==> src/rtl/result_trace_monitor.sv <==
// Watches the result bus and records change events (or every cycle) with a
// cycle timestamp into a first-word-fall-through FIFO drained by valid/ready.
module result_trace_monitor #(
  parameter int DATA_W  = 32,
  parameter int DEPTH   = 16,
  parameter int TS_W    = 16,
  parameter int OVF_W   = 8,
  parameter int TIMEOUT = 10000
) (
  input  logic                     clk,
  input  logic                     reset,
  input  logic                     enable,
  input  logic                     mode,
  input  logic [DATA_W-1:0]        result,
  output logic                     rd_valid,
  input  logic                     rd_ready,
  output logic [DATA_W-1:0]        rd_data,
  output logic [TS_W-1:0]          rd_time,
  output logic [$clog2(DEPTH):0]   count,
  output logic [OVF_W-1:0]         overflow_cnt,
  output logic                     done
);

  localparam int AW    = $clog2(DEPTH);
  localparam int CW    = AW + 1;
  localparam int RUN_W = (TIMEOUT > 1) ? $clog2(TIMEOUT) : 1;

  logic [DATA_W+TS_W-1:0] mem [DEPTH];
  logic [AW-1:0]          wr_ptr;
  logic [AW-1:0]          rd_ptr;
  logic [TS_W-1:0]        cycle_cnt;
  logic [RUN_W-1:0]       run_cnt;
  logic [DATA_W-1:0]      prev_result;
  logic                   prev_valid;

  logic active;
  logic capture;
  logic pop;
  logic full;
  logic push;
  logic drop;
  logic timeout_hit;

  always_comb begin
    active      = enable && !done;
    capture     = active && (mode || !prev_valid || (result != prev_result));
    rd_valid    = (count != '0);
    pop         = rd_valid && rd_ready;
    full        = (count == CW'(DEPTH));
    push        = capture && (!full || pop);
    drop        = capture && full && !pop;
    timeout_hit = (TIMEOUT != 0) && (run_cnt == RUN_W'(TIMEOUT - 1));
  end

  assign rd_data = mem[rd_ptr][DATA_W+TS_W-1:TS_W];
  assign rd_time = mem[rd_ptr][TS_W-1:0];

  // Storage carries no reset; contents are only visible while rd_valid is set.
  always_ff @(posedge clk) begin
    if (push) begin
      mem[wr_ptr] <= {result, cycle_cnt};
    end
  end

  always_ff @(posedge clk) begin
    if (reset) begin
      wr_ptr       <= '0;
      rd_ptr       <= '0;
      count        <= '0;
      overflow_cnt <= '0;
      cycle_cnt    <= '0;
      run_cnt      <= '0;
      done         <= 1'b0;
      prev_result  <= '0;
      prev_valid   <= 1'b0;
    end else begin
      if (push) begin
        wr_ptr <= wr_ptr + AW'(1);
      end
      if (pop) begin
        rd_ptr <= rd_ptr + AW'(1);
      end
      if (push && !pop) begin
        count <= count + CW'(1);
      end else if (pop && !push) begin
        count <= count - CW'(1);
      end
      if (drop && (overflow_cnt != '1)) begin
        overflow_cnt <= overflow_cnt + OVF_W'(1);
      end
      if (active) begin
        cycle_cnt   <= cycle_cnt + TS_W'(1);
        run_cnt     <= run_cnt + RUN_W'(1);
        prev_result <= result;
        prev_valid  <= 1'b1;
        if (timeout_hit) begin
          done <= 1'b1;
        end
      end
    end
  end

endmodule

==> config.mk <==
export PLATFORM = sky130hd
export DESIGN_NAME = result_trace_monitor
export DESIGN_NICKNAME = d
export VERILOG_FILES = /design/src/rtl/result_trace_monitor.sv
export SDC_FILE = /design/constraint.sdc
export NUM_CORES = 1
export LEC_CHECK = 0
export ABC_AREA = 1
export CORE_ASPECT_RATIO = 1.1
export CORE_MARGIN = 2
export CORE_UTILIZATION = 50
export DETAILED_ROUTE_END_ITERATION = 12
export PLACE_DENSITY_LB_ADDON = 0.12
export SLEW_MARGIN = 20
export SYNTH_ARGS = -nofsm -noshare
export SYNTH_HDL_FRONTEND = slang
export SYNTH_SLANG_ARGS = --single-unit
==> constraint.sdc <==
create_clock -name clk -period 9.3 [get_ports clk]
set_input_delay 2.79 -clock clk [delete_from_list [all_inputs] [get_ports clk]]
set_output_delay 2.79 -clock clk [all_outputs]
set_load 0.01 [all_outputs]
==> metrics.yaml <==
synth_fp_nets: 2693
crit_path_start_kind: "register"
yosysUniqueCellTypes: 42
tns_ns: 0
syn_inst: 2643
initial_core_util_pct: 50.5
yosysMostFrequentCell: "edfxtp_1"
synth.top_cells.by_area: "edfxtp_1 (66%), mux2i_1 (5.5%), dfxtp_1 (5.1%)"
p_int_mw: 7.07
ys.flop_type: "edfxtp_1"
num_vias: 20895
gp_congestion: 0.786
criticalPathCategory: "register to output pin"
yosysSeqAreaShare_pct: 71.3
ys_ff_latch: 857
p_comb_share_pct: 19.9
critPathBufInv: 3
hold_violations: 0
max_freq_mhz: 152
final_nets: 2765
r2r_start: "done"
holdBufCountCts: 0
r2r-end: "mem[8][42]"
slowest_delay_ns: 0.87
critPathSlowestCell: "buf_4"
antenna_found_initial: 3
post_cts_buffers: 0
synth-edff-count: 768
vdd_ir_drop_max_uv: 182
regToRegSetupSlack_ns: 5.48
cp.required_ns: 6.51
core_mm2: 0.0690
row_count: 101
synth.top_cells.by_count: "edfxtp_1 (768), inv_1 (286), o21ai_0 (286)"
ff_latch_area_mm2: 0.0249
clk_pin_slew_worst_paths_ns: 0.06
dp_hpwl_um: 44400
outcome: "finished clean"
grt_pass1_vias: 20813
fin_crit_sh_pct: 71.0
drt_wl_total_um: 82300
synthArstFlopShare_pct: 0
timing.slew.headroom_pct: 22.9
cp.depth: 8
cp_top_family: "buffers and inverters"
grt_overflow_total: 0
syn_area_mm2: 0.0348
drtPass1Iterations: 5
holdWs_ns: 0.477
hp-class: "register to register"
drtIter0Drc: 1944
skew_ns: 0.0223
routedWlPerCell_um: 22.2
dieArea_mm2: 0.0718
period_minus_slack_ns: 6.60
io_pins: 100
cts_tree: "built"
maxCapViolCount: 0
holdCritStartpoint: "prev_result[30]"
synth_top_area_share_pct: 66.2
grt_first_pass_wirelength_um: 125000
multi_input_area_mm2: 0.00823
yosysTopAreaCell: "edfxtp_1"
drive_above_1_share_pct: 7.72
crit_path_end_kind: "output pin"
switching_share_pct: 27.4
drc_errors: 0
slew_violations: 0
arrival_ns: 3.81
portBuffers: 99
cts_root_buffer: "clkbuf_16"
nFillCells: 5555
ys_warn_count: 0
chipHeight_um: 281
clock_latency_ns: 0.64
clock_path_buffers: 3
crit_end: "rd_data[23]"
r2r_cells: 9
pwr-share-seq_pct: 44.5
track_usage_pct: 22.9
p_leak_nw: 13.6
numCtsBuffers: 84
p_switching_mw: 2.67
p_clk_share_pct: 35.5
grt_max_degree: 187
ctsHtreeMaxLevel: 3
path_cells: "buf_4 -> buf_4 -> a21oi_1 -> o21ai_0 -> o21ai_0 -> o211ai_1 -> nand2_1 -> clkdlybuf4s50_1"
worst_slew_pin_slew_ns: 1.15
die_x_um: 256
syn_to_final_growth_pct: 13.8
postCtsResizedCells: 0
power.density_mw_per_mm2: 246
cts_num_sinks: 857
rsz0062_at_grt: "no"
avgSynthCellArea_um2: 13.2
setup-violations-final: 0
ant_nets: 0
critPathMaxFanout: 69
power_mw: 9.74
vias_per_cell: 5.63
[logic make-up (layout without fill, tap and decap cells)]
kind of cell	Yosys count	in the layout	synth area share (%)
flops	857	857	71.3
compound gates	745	745	12.1
buf+inv	448	591	5.43
simple gates	372	372	4.72
mux	192	192	5.52
xor+xnor	16	16	0.402
fa+ha+maj	13	13	0.488
other cells	0	1	0
[layer usage]
metal | wire length (µm) | share of wire [%] | up-vias | track usage [%]
li1 | - | - | 9801 | -
met1 | 35400 | 43 | 10356 | 30.5
met2 | 40300 | 49 | 604 | 38.7
met3 | 4160 | 5.1 | 132 | 3.05
met4 | 2350 | 2.9 | 2 | 8.44
met5 | 13 | 0.016 | - | 0
[state kept, by name (all words and copies together) (netlist names), named ones only]
| name | cells |
|---|---|
| prev_valid | 1 |
| wr_ptr | 4 |
| prev_result | 32 |
| cycle_cnt | 16 |
| done | 1 |
| count | 5 |
| rd_ptr | 4 |
| mem | 768 |
| overflow_cnt | 8 |
| run_cnt | 14 |
[power groups by stage]
stage / logic (mW) / registers, mW / clock network (mW)
global route: 2.13 / 4.35 / 3.67
CTS: 1.96 / 4.34 / 3.52
finish: 1.94 / 4.34 / 3.46
floorplan: 1.29 / 4.39 / 0
detailed placement: 1.95 / 4.42 / 0
global placement: 1.93 / 4.42 / 0
[area by class of cell]
type | instances | share of cell area, %
clock buffer | 119 | 6.21
sequential | 857 | 62.7
clock inverter | 38 | 0.976
tap | 927 | 2.93
inverter | 293 | 2.79
antenna | 1 | 0.00631
timing repair buffer | 141 | 3.62
multi-input combinational | 1338 | 20.8
[worst min-delay path by stage]
stage	to	slack, ns	cells after the start
3_5_place_dp	prev_result[11]	0.47	2
2_1_floorplan	prev_result[21]	0.43	2
3_3_place_gp	prev_result[18]	0.45	2
5_1_grt	prev_result[30]	0.50	2
6_report	prev_result[30]	0.48	2
4_1_cts	prev_result[11]	0.48	2
[cell usage in the layout (no fill, tap or decap), drive strengths merged, types with 12 or more instances in the layout]
| master | count |
|---|---|
| mux2i | 192 |
| inv | 291 |
| nand2 | 157 |
| clkbuf | 119 |
| o21ai | 297 |
| buf | 42 |
| dfxtp | 89 |
| a21oi | 248 |
| clkinv | 32 |
| edfxtp | 768 |
| clkdlybuf4s50 | 99 |
| nand3 | 77 |
| ha | 12 |
| nor2 | 110 |
| o211ai | 192 |
[metrics by stage]
step                      cells  instance area [µm²]  setup WS (ns)  utilization, %
after detailed placement   3553                36700           2.33            53.2
after global routing       3714                39600           2.53            57.4
after global placement     3551                36700           2.43            53.1
final                      3714                39600           2.70            57.4
after CTS                  3710                39600           2.60            57.3
after floorplan            2643                34800           3.22               -
[tightest hold or removal path, delay by kind of cell (launching register included)]
family                 cells  cell delay [ns]
AOI/OAI and AO/OA          1             0.06
buffers and inverters      1             0.06
DFF                        1             0.31
No activity file was read; power rests on OpenSTA's default activity.
